[src/rtl/mmio_pkg.sv]
// Shared types, register offsets and STATUS packing for the MMIO console block.
package mmio_pkg;

  localparam logic [3:0] CONSOLE_STATUS_OFS = 4'h4;
  localparam logic [3:0] CONSOLE_TX_OFS     = 4'h8;
  localparam logic [3:0] HALT_OFS           = 4'hC;
  localparam logic [3:0] FULL_WORD_WRITE    = 4'b1111;

  typedef struct packed {
    logic        valid;
    logic [31:0] addr;
    logic [31:0] data;
    logic        do_read;
    logic [3:0]  do_write;
    logic [7:0]  user_tag;
  } memory_io_req;

  typedef struct packed {
    logic        valid;
    logic [31:0] addr;
    logic [31:0] data;
    logic [7:0]  user_tag;
  } memory_io_rsp;

  typedef struct packed {
    logic [15:0] ovf_cnt;
    logic [5:0]  rsvd;
    logic        empty;
    logic        full;
    logic [7:0]  occupancy;
  } console_status_t;

  function automatic console_status_t pack_status(input logic [31:0] count,
                                                  input logic        full,
                                                  input logic        empty,
                                                  input logic [15:0] ovf_cnt);
    console_status_t s;
    s.ovf_cnt   = ovf_cnt;
    s.rsvd      = 6'd0;
    s.empty     = empty;
    s.full      = full;
    s.occupancy = count[7:0];
    return s;
  endfunction

endpackage

[src/rtl/mmio_console_fifo.sv]
// Synchronous FIFO; push while full is honoured only together with a pop.
module sync_fifo #(
  parameter int  WIDTH = 8,
  parameter int  DEPTH = 16,
  localparam int AW    = $clog2(DEPTH),
  localparam int CNT_W = AW + 1
) (
  input  logic             clk,
  input  logic             reset,
  input  logic             push_i,
  input  logic [WIDTH-1:0] push_data_i,
  input  logic             pop_i,
  output logic [WIDTH-1:0] pop_data_o,
  output logic             full_o,
  output logic             empty_o,
  output logic [CNT_W-1:0] count_o,
  output logic             empty_next_o
);

  logic [WIDTH-1:0] mem_q [DEPTH];
  logic [AW-1:0]    wr_ptr_q, wr_ptr_d;
  logic [AW-1:0]    rd_ptr_q, rd_ptr_d;
  logic [CNT_W-1:0] count_q, count_d;
  logic             do_push_s, do_pop_s;

  assign full_o       = (count_q == CNT_W'(DEPTH));
  assign empty_o      = (count_q == CNT_W'(0));
  assign count_o      = count_q;
  assign empty_next_o = (count_d == CNT_W'(0));
  assign pop_data_o   = empty_o ? '0 : mem_q[rd_ptr_q];

  always_comb begin
    do_push_s = push_i && (!full_o || pop_i);
    do_pop_s  = pop_i && !empty_o;
    wr_ptr_d  = do_push_s ? wr_ptr_q + AW'(1) : wr_ptr_q;
    rd_ptr_d  = do_pop_s  ? rd_ptr_q + AW'(1) : rd_ptr_q;
    case ({do_push_s, do_pop_s})
      2'b10:   count_d = count_q + CNT_W'(1);
      2'b01:   count_d = count_q - CNT_W'(1);
      default: count_d = count_q;
    endcase
  end

  // Storage carries no reset; pointers alone define what is valid.
  always_ff @(posedge clk) begin
    if (do_push_s) begin
      mem_q[wr_ptr_q] <= push_data_i;
    end
  end

  always_ff @(posedge clk) begin
    if (reset) begin
      wr_ptr_q <= '0;
      rd_ptr_q <= '0;
      count_q  <= '0;
    end else begin
      wr_ptr_q <= wr_ptr_d;
      rd_ptr_q <= rd_ptr_d;
      count_q  <= count_d;
    end
  end

endmodule

[src/rtl/mmio_console.sv]
// Console/halt peripheral: register decode, one-cycle response, TX FIFO,
// overflow counter and sticky halt that waits for the FIFO to drain.
module mmio_console
  import mmio_pkg::*;
#(
  parameter int          DEPTH     = 16,
  parameter logic [31:0] MMIO_BASE = 32'h0002_FFF0,
  localparam int         CNT_W     = $clog2(DEPTH) + 1
) (
  input  logic         clk,
  input  logic         reset,
  input  memory_io_req req,
  output memory_io_rsp rsp_q,
  output logic [7:0]   tx_data,
  output logic         tx_valid,
  input  logic         tx_ready,
  output logic         halt
);

  logic             sel_s, full_wr_s;
  logic             tx_push_s, halt_wr_s, status_rd_s;
  logic             pop_s, push_ok_s, drop_s;
  logic             fifo_full_s, fifo_empty_s, empty_next_s;
  logic [CNT_W-1:0] fifo_count_s;
  logic [15:0]      ovf_q, ovf_d;
  logic             halt_req_q, halt_req_d;
  logic             halt_q, halt_d;
  memory_io_rsp     rsp_d;
  console_status_t  status_s;

  assign sel_s     = req.valid && (req.addr[31:4] == MMIO_BASE[31:4]);
  assign full_wr_s = (req.do_write == FULL_WORD_WRITE);
  assign tx_valid  = !fifo_empty_s;
  assign pop_s     = tx_valid && tx_ready;
  assign push_ok_s = tx_push_s && (!fifo_full_s || pop_s);
  assign drop_s    = tx_push_s && !push_ok_s;
  assign halt      = halt_q;
  assign status_s  = pack_status(32'(fifo_count_s), fifo_full_s, fifo_empty_s, ovf_q);

  always_comb begin
    tx_push_s   = 1'b0;
    halt_wr_s   = 1'b0;
    status_rd_s = 1'b0;
    if (sel_s) begin
      case (req.addr[3:0])
        CONSOLE_STATUS_OFS: status_rd_s = req.do_read;
        CONSOLE_TX_OFS:     tx_push_s   = full_wr_s;
        HALT_OFS:           halt_wr_s   = full_wr_s;
        default:            tx_push_s   = 1'b0;
      endcase
    end else begin
      tx_push_s = 1'b0;
    end
  end

  always_comb begin
    rsp_d = '0;
    if (sel_s) begin
      rsp_d.valid    = 1'b1;
      rsp_d.addr     = req.addr;
      rsp_d.user_tag = req.user_tag;
      rsp_d.data     = status_rd_s ? 32'(status_s) : 32'd0;
    end else begin
      rsp_d.valid = 1'b0;
    end
  end

  // Halt follows the post-update FIFO state so it rises the cycle the last char leaves.
  always_comb begin
    if (drop_s && (ovf_q != 16'hFFFF)) begin
      ovf_d = ovf_q + 16'd1;
    end else begin
      ovf_d = ovf_q;
    end
    halt_req_d = halt_req_q || halt_wr_s;
    halt_d     = halt_req_d && empty_next_s;
  end

  always_ff @(posedge clk) begin
    if (reset) begin
      rsp_q      <= '0;
      ovf_q      <= 16'd0;
      halt_req_q <= 1'b0;
      halt_q     <= 1'b0;
    end else begin
      rsp_q      <= rsp_d;
      ovf_q      <= ovf_d;
      halt_req_q <= halt_req_d;
      halt_q     <= halt_d;
    end
  end

  sync_fifo #(
    .WIDTH (8),
    .DEPTH (DEPTH)
  ) u_fifo (
    .clk          (clk),
    .reset        (reset),
    .push_i       (push_ok_s),
    .push_data_i  (req.data[7:0]),
    .pop_i        (pop_s),
    .pop_data_o   (tx_data),
    .full_o       (fifo_full_s),
    .empty_o      (fifo_empty_s),
    .count_o      (fifo_count_s),
    .empty_next_o (empty_next_s)
  );

endmodule

[config.mk]
export PLATFORM = sky130hd
export DESIGN_NAME = mmio_console
export DESIGN_NICKNAME = d
export VERILOG_FILES = /design/src/rtl/mmio_pkg.sv /design/src/rtl/mmio_console_fifo.sv /design/src/rtl/mmio_console.sv
export SDC_FILE = /design/constraint.sdc
export NUM_CORES = 1
export LEC_CHECK = 0
export BUFFER_PORTS_ARGS = -buffer_cell sky130_fd_sc_hd__buf_2
export CAP_MARGIN = 25
export CORE_MARGIN = 1
export CORE_UTILIZATION = 55
export CTS_CLUSTER_SIZE = 24
export DETAILED_ROUTE_END_ITERATION = 6
export PLACE_DENSITY_LB_ADDON = 0.2
export SLEW_MARGIN = 20
export SYNTH_ARGS = -nofsm -noshare
export SYNTH_HDL_FRONTEND = slang
export SYNTH_SLANG_ARGS = --single-unit
[constraint.sdc]
create_clock -name clk -period 6.95 [get_ports clk]
set_clock_uncertainty 0.15 [all_clocks]
set_input_delay 2.085 -clock clk [delete_from_list [all_inputs] [get_ports clk]]
set_output_delay 2.085 -clock clk [all_outputs]
set_load 0.01 [all_outputs]
Word level (Yosys, flattened, before mapping). Memories as Yosys holds them, arrays and structs flattened. A register that Yosys moved wholly into a read port is not among the register bits. Index checks and enable logic that the tools add are counted.

$add $sub $neg: 5. Reduce and logical (&&, ||, !) cells: 17. Bitwise gates (word level): 2. Mux-type cells: 13. Eq/ne operators: 9.

Operators by type and width (count): 28-bit by 14-bit equality test with 1-bit output, second input constant (1); 16-bit by 1-bit adder with 16-bit output, second input constant (1); 16-bit != test, second input constant (1); 4-bit equality test, second input constant (3); 5-bit zero test (2); 5-bit case mux with 2 select lines (1); 1-bit two-way mux (9); 4-bit by 1-bit adder with 4-bit output, second input constant (2); 1-bit logical AND (8); 4-bit two-way mux (2); 8-bit two-way mux (1); 5-bit by 1-bit adder with 5-bit output, second input constant (1); 5-bit equality test, second input constant (1); 5-bit by 1-bit subtractor with 5-bit output, second input constant (1); 4-bit by 3-bit equality test with 1-bit output, second input constant (1); 1-bit zero test (3); 3-bit OR reduction (1); 2-bit by 1-bit equality test with 1-bit output, second input constant (1); 2-bit equality test, second input constant (1); 1-bit logical OR (2); 1-bit inverter (2); 2-bit OR reduction (1).

Bits of input ports: 81. Output and inout bits: 83. Flip-flop bits (word level): 104. Memories kept: 1. Bits in writable memories: 128.

Memory list: u_fifo.mem_q (depth 16, width 8, read ports 1, clocked after memory_dff 1, write ports 1, RTL line mmio_console_fifo.sv:20) `logic [WIDTH-1:0] mem_q [DEPTH];`.

Longest topological paths before layout. Gate-level depths: netlist of the first run.

Depth in word-level cells: 10. Depth in mapped cells: 17. Mapped depth without buffers: 13.

By module. From an unflattened synthesis of the first run, not the netlist that was laid out.

Cell total of the unflattened synthesis: 565. Area, all modules: 8677.1 sq um.

By module, submodules not included: sync_fifo (cells each 303, sequential area each 4184.0 sq um, area an instance 5955.7 sq um, instances 1); mmio_console (cells each 262, sequential area each 1641.6 sq um, area an instance 2721.4 sq um, instances 1).

Worst setup path after synthesis of the first run. OpenSTA, ideal clock, no wires.

Path kind: input to register. Start point: input port req[52] in the netlist's numbering. End point: register halt_q, in the netlist halt. Required time: 6684 ps. Library setup time: 116 ps. Path buffers: 3. Cell stages on the path: 16. Data arrival time: 5320 ps. Slack: 1364 ps. Cells stage by stage: nand4_1 -> or4_4 -> buf_6 -> or2_2 -> nor2_1 -> clkbuf_1 -> inv_1 -> ha_1 -> clkbuf_1 -> xor2_1 -> ha_1 -> o21ai_0 -> o22ai_1 -> a222oi_1 -> a21oi_1 -> and4_1.

Cells in the longest elaborated chain, start to end: 9. Elaborated cells between the ends (all ways): 12. Classes of those cells: eq/ne: 3; mux: 3; reduce/logical: 6.

RTL lines: start: declaration (RTL line mmio_console.sv:12) `input memory_io_req req,`; 28-bit by 14-bit equality test with 1-bit output (*) (RTL line mmio_console.sv:31) `assign sel_s = req.valid && (req.addr[31:4] == MMIO_BASE[31:4]);`; 1-bit logical AND (*) (RTL line mmio_console.sv:31); 1-bit two-way mux (RTL line mmio_console.sv:44) `if (sel_s) begin`; 1-bit logical AND (RTL line mmio_console.sv:35) `assign push_ok_s = tx_push_s && (!fifo_full_s || pop_s);`; 1-bit logical AND (RTL line mmio_console_fifo.sv:33) `do_push_s = push_i && (!full_o || pop_i);`; 2-bit by 1-bit equality test with 1-bit output / 2-bit equality test (equally long branches) (RTL line mmio_console_fifo.sv:37) `case ({do_push_s, do_pop_s})`; 5-bit case mux with 2 select lines (RTL line mmio_console_fifo.sv:37); 5-bit zero test (RTL line mmio_console_fifo.sv:29) `assign empty_next_o = (count_d == CNT_W'(0));`; 1-bit logical AND (*) (RTL line mmio_console.sv:76) `halt_d = halt_req_d && empty_next_s;`; end signal: assignment (RTL line mmio_console.sv:89) `halt_q <= halt_d;`; end: declaration (RTL line mmio_console.sv:27) `logic halt_q, halt_d;`.

Mark *: on every way between the ends. The rest lies on a longest branch, timed or not. A chain may end at the register's enable or synchronous reset.

Final worst setup path of the first run.
Start point: input port req[61] in the netlist's numbering. End point: register halt_q, in the netlist halt.

The elaborated chain is that of the path after synthesis.

==> impl_metrics.toml, run 1 <==
[clock_tree]
ctsRootBufferMaster = "clkbuf_16"
postCtsResizedCells = 0
post_cts_buffers = 0
clkLatencyLatePin_ns = 0.50
cts.sinks = 227
clk_pin_slew_worst_paths_ns = 0.06
cts_made_buffers = 24
cts_tree = "built"
hold_buffers = 0
cts.path.max_buffers = 3
ctsHtreeMaxLevel = 1

[routing]
via_per_inst = 5.498
detailroute.via_count = 5207
drt-initial-drc-count = 263
drcViolationCount = 0
detail_route.wl_per_cell_um = 18.77
first_pass_iters = 4
drt_wl_total_um = 17780
ant_nets = 0

[logic_synthesis]
yosys_warnings = 0
syn_inst = 577
synth_cell_type_count = 51
synth.avg_cell_area_um2 = 14.99
async_reset_ff_frac = 0
synth.cell_area_um2 = 8652
synth_seq_cells = 227
yosysSeqAreaShare = 0.6733
synth_enable_flop_cells = 128
synth-main-ff-cell = "edfxtp_1"

[global_route]
grt_pass1_wl_um = 27460
met2_usage = 0.3822
grt_max_degree = 47
busiest_layer = "met2"
grtUsageMet3 = 0.04606
track_usage = 0.2232
met1_usage = 0.2847
grt_pass1_vias = 5147
antenna_found_initial = 0
grt_overflow = 0

[timing]
fin_crit_sh = 0.8354
setup_viol = 0
timing.hold.ws_ns = 0.3481
tightest_slew_ns = 0.8947
max_freq_ghz = 0.1722
grt_setup_unrepaired = "false"
fin_crit_ns = 5.806
slew_headroom = 0.4036
hold_viol_final = 0
timing.setup.tns_ns = 0
maxSlewViolCount = 0

[hold_path]
hold_path.startpoint = "halt_req_q"
min_path_type = "flop to flop"
whs_path_depth = 1

[setup_path]
required_ns = 7.25
critical-path-top-delay-family = "simple AND/OR/NAND/NOR gates"
crit_start = "req[61]"
cp_common_cell = "ha_1"
cp_num_buf_inv = 2
crit_type = "input pin to flop"
critPathCaptureType = "flop"
slowest_stage = "nor2_1"
cp.depth = 13
critPathMaxStageDelay_ns = 0.64
crit_chain = "buf_2 > nand4b_1 > or4_4 > or2_2 > nor2_1 > inv_1 > ha_1 > ha_1 > o211ai_1 > a31oi_1 > mux2_2 > a21oi_1 > and4_1"
r2r-start = "u_fifo.count_o[1]"
critPathLaunchType = "input pin"
worstPathMaxFanout = 23
reg2regPathDepth = 12
crit_arrival_ns = 6.10

[placed_design]
hpwl_um = 11330
io_buffer_count = 130
gp_congestion = 0.7585

[power_and_ir_drop]
p_per_area_nw_per_um2 = 268.9
leakage_nw = 3.856
ir_drop_v = 0.0001679
totalPowerFinal_mw = 2.768

[layout]
area_growth_pct = 18.97
layout_commonest_cell = "buf_2"
mostFrequentLayoutCells = "130 x buf_2, 128 x edfxtp_1, 97 x dfxtp_1"
nets = 809
n_antenna_cell = 0
drive_gt1_frac = 0.3003

[die]
ios = 164
start_util = 0.5670
core-area_um2 = 15260
die-area_um2 = 16240
num_rows = 45
dieHeight_um = 127.4
fp.dieW_um = 127.4

[run]
maxCapViolCount = 0

[outcome]
outcome = "finished clean"
-- Yosys cell counts, types with 3 or more instances --
master	count	share of area
edfxtp_1	128	0.44
dfxtp_1	99	0.23
and2_1	42	0.030
mux4_2	40	0.10
clkbuf_1	23	0.010
nor2_1	23	0.010
a21oi_1	21	0.012
and3_1	17	0.012
nor3_1	16	0.0093
nand4_1	13	0.0094
inv_1	11	0.0048
nand3_1	11	0.0064
o21ai_0	11	0.0064
ha_1	10	0.014
buf_4	9	0.0078
nand2_1	9	0.0039
o31ai_1	8	0.0069
or4_1	8	0.0069
nor4_1	7	0.0051
and4_1	6	0.0061
nor2b_1	6	0.0043
or3_1	6	0.0043
xor2_1	6	0.0061
buf_2	4	0.0023
mux2_2	4	0.0052
buf_1	3	0.0013
nand2b_1	3	0.0022
nor4b_1	3	0.0030
-- flip-flops by register name (all words and copies together), names as in the netlist, named ones only --
signal           flops
u_fifo.wr_ptr_q      4
halt_req_q           1
ovf_q               16
u_fifo.rd_ptr_q      4
halt                 1
rsp_q               64
u_fifo.mem_q       128
u_fifo.count_o       5
-- final cells by class --
type,instances,area [um2]
Tap cell,211,264.0
Multi-Input combinational cell,321,2664
Inverter,11,41.29
Sequential cell,227,5828
Fill cell,1072,4965
Clock buffer,30,644.4
Clock inverter,14,178.9
Timing Repair Buffer,133,673.1
-- kinds of logic after synthesis --
family                     after synthesis  share of synthesized area
xor gates and xnor gates                 8                   0.008099
AOI/OAI and AO/OA                       49                    0.03399
buffers and inverters                   52                    0.02878
DFF                                    227                     0.6733
muxes                                   46                     0.1116
adders and majority gates               10                    0.01446
other                                    1                  0.0004334
and+or+nand+nor                        184                     0.1293
-- where the power goes --
part | switching [mW] | leakage, nW | internal (mW)
logic | 0.0274 | 1.50 | 0.0158
registers | 0.000965 | 1.95 | 1.42
clock network | 0.495 | 0.399 | 0.808
-- through the flow --
| step | util | setup slack [ns] | cell area [um2] | instances |
|---|---|---|---|---|
| 2_1_floorplan | - | 1.364 | 8738 | 600 |
| 3_3_place_gp | 0.6207 | 0.8326 | 9470 | 903 |
| 3_5_place_dp | 0.6207 | 0.6871 | 9470 | 903 |
| 4_1_cts | 0.6746 | 1.197 | 10290 | 947 |
| 5_1_grt | 0.6746 | 0.8922 | 10290 | 947 |
| 6_report | 0.6746 | 1.144 | 10290 | 947 |
-- worst paths after layout --
path	to	slack, ns
setup reg to reg	halt	2.84
hold / removal	halt_req_q	0.35
setup / recovery	halt	1.14
hold reg to reg	halt_req_q	0.35
-- layer usage --
| layer | up-vias | share of wire |
|---|---|---|
| met5 | - | 0 |
| met4 | 0 | 0.025 |
| met3 | 38 | 0.064 |
| met2 | 172 | 0.51 |
| met1 | 2544 | 0.40 |
| li1 | 2453 | - |
No activity file was read; power rests on OpenSTA's default activity.
==> run 2, diff against run 1 <==
==> constraint.sdc (replaced) <==
create_clock -name clk -period 6 [get_ports clk]
set_clock_uncertainty 0.15 [all_clocks]
set_input_delay 1.8 -clock clk [delete_from_list [all_inputs] [get_ports clk]]
set_output_delay 1.8 -clock clk [all_outputs]
set_load 0.01 [all_outputs]
==> run 2 against run 1 <==
Routed wire length is 2.6% lower. Largest power group unchanged. Clock power about the same. Count of clock-buffer cells in the layout up 1. Via count decreased by 0.73%. Core utilization fell by 0.81 points. Sequential share of layout area up 0.69 points.
==> impl_metrics.toml, run 2 (synthesis gave the netlist of run 1 again) <==
[setup_path]
critPathMaxStageDelay_ns = 0.64
reg2regPathDepth = 13
critPathCaptureType = "flop"
crit_arrival_ns = 5.23
crit_type = "input pin to flop"
cp_common_cell = "ha_1"
cp_num_buf_inv = 2
reg2reg_to = "halt"
endpoint = "halt"
crit_chain = "buf_2 > nand4_1 > or4_4 > or2_2 > nor2_1 > inv_1 > ha_1 > xor2_1 > ha_1 > o21ai_0 > o22ai_1 > a222oi_1 > a21oi_1 > and4_1"
r2r-start = "u_fifo.count_o[1]"
critPathLaunchType = "input pin"
worstPathMaxFanout = 23
slowest_stage = "or4_4"
cp.depth = 14
crit_start = "req[52]"
critical-path-top-delay-family = "simple AND/OR/NAND/NOR gates"
regToRegSetupSlack_ns = 2.39
required_ns = 6.23

[power_and_ir_drop]
leakage_nw = 3.803
totalPowerFinal_mw = 2.995
ir_drop_v = 0.0002657
p_per_area_nw_per_um2 = 294.5

[timing]
maxSlewViolCount = 0
fin_crit_sh = 0.8333
hold_viol_final = 0
timing.setup.tns_ns = 0
grt_setup_unrepaired = "false"
timing.hold.ws_ns = 0.3442
slew_headroom = 0.4123
setup_viol = 0
tightest_slew_ns = 0.8816
max_freq_ghz = 0.2000
fin_crit_ns = 5.000

[die]
die-area_um2 = 16240
fp.dieW_um = 127.4
ios = 164
core-area_um2 = 15260
start_util = 0.5670
num_rows = 45
dieHeight_um = 127.4

[placed_design]
hpwl_um = 11250
placedCellCount = 905
gp_congestion = 0.7622
io_buffer_count = 130

[clock_tree]
cts.path.max_buffers = 3
ctsHtreeMaxLevel = 1
clk_pin_slew_worst_paths_ns = 0.06
post_cts_buffers = 0
cts_made_buffers = 23
cts_tree = "built"
cts.sinks = 227
clkLatencyLatePin_ns = 0.49
hold_buffers = 0
ctsRootBufferMaster = "clkbuf_16"
postCtsResizedCells = 0

[outcome]
outcome = "finished clean"

[run]
maxCapViolCount = 0

[routing]
detail_route.wl_per_cell_um = 18.33
via_per_inst = 5.470
detailroute.via_count = 5169
drt_wl_total_um = 17320
ant_nets = 0
drcViolationCount = 0
first_pass_iters = 5
drt-initial-drc-count = 279

[global_route]
grt_pass1_wl_um = 26900
grt_max_degree = 47
grt_pass1_vias = 5119
track_usage = 0.2165
grt_overflow = 0
antenna_found_initial = 0

[layout]
layout_commonest_cell = "buf_2"
drive_gt1_frac = 0.2997
top_regs = "u_fifo.mem_q: 128 flops, rsp_q: 64 flops, ovf_q: 16 flops"
area_growth_pct = 17.54
largest_register = "u_fifo.mem_q"
nets = 810
n_antenna_cell = 0
finalCoreUtilization = 0.6665
mostFrequentLayoutCells = "130 x buf_2, 128 x edfxtp_1, 97 x dfxtp_1"
largest_reg_flops = 128
stdcell_count = 945

[hold_path]
min_path_type = "flop to flop"
-- run 2: changes by cell type in the layout (fill, tap and decap cells not counted), sizes merged --
cell / previous run / this run
bufinv: 4 / 1
clkinv: 9 / 6
buf: 133 / 135
clkbuf: 30 / 31
clkinvlp: 1 / 2
-- run 2: worst min path at each step --
stage               start    endpoint  slack [ns]  cells after the start
6_report       halt_req_q  halt_req_q        0.34                      1
5_1_grt         ovf_q[10]   rsp_q[34]        0.37                      1
4_1_cts        halt_req_q  halt_req_q        0.35                      1
3_5_place_dp   halt_req_q  halt_req_q        0.34                      1
3_3_place_gp   halt_req_q  halt_req_q        0.34                      1
2_1_floorplan  halt_req_q  halt_req_q        0.28                      1
-- run 2: report_power, final --
| group | leakage (nW) | switching [mW] | internal, mW |
|---|---|---|---|
| registers | 1.95 | 0.00125 | 1.65 |
| logic | 1.51 | 0.0314 | 0.0183 |
| clock network | 0.335 | 0.538 | 0.760 |
-- run 2: layout make-up --
class	count	area (um2)
flip-flops and latches	227	5828
fillers	1064	5089
multi-input cells	321	2664
repair buffers	135	688.2
clock buffers	31	616.8
well taps	211	264.0
clock inverters	9	67.56
inverters	11	41.29
-- run 2: routing by layer --
layer / vias up / part of all wire / global-route usage
met2: 164 / 0.51 / 0.3754
met4: 0 / 0.024 / 0.07073
met3: 26 / 0.057 / 0.04397
met5: - / 0 / 0
met1: 2531 / 0.41 / 0.2730
li1: 2448 / - / -
-- run 2: metrics by stage --
stage               setup slack [ns]  cell area, um2
CTS                            1.028           10170
global route                  0.7841           10170
finish                         1.000           10170
global placement              0.5983            9485
detailed placement            0.5128            9485
floorplan                     0.6990            8738
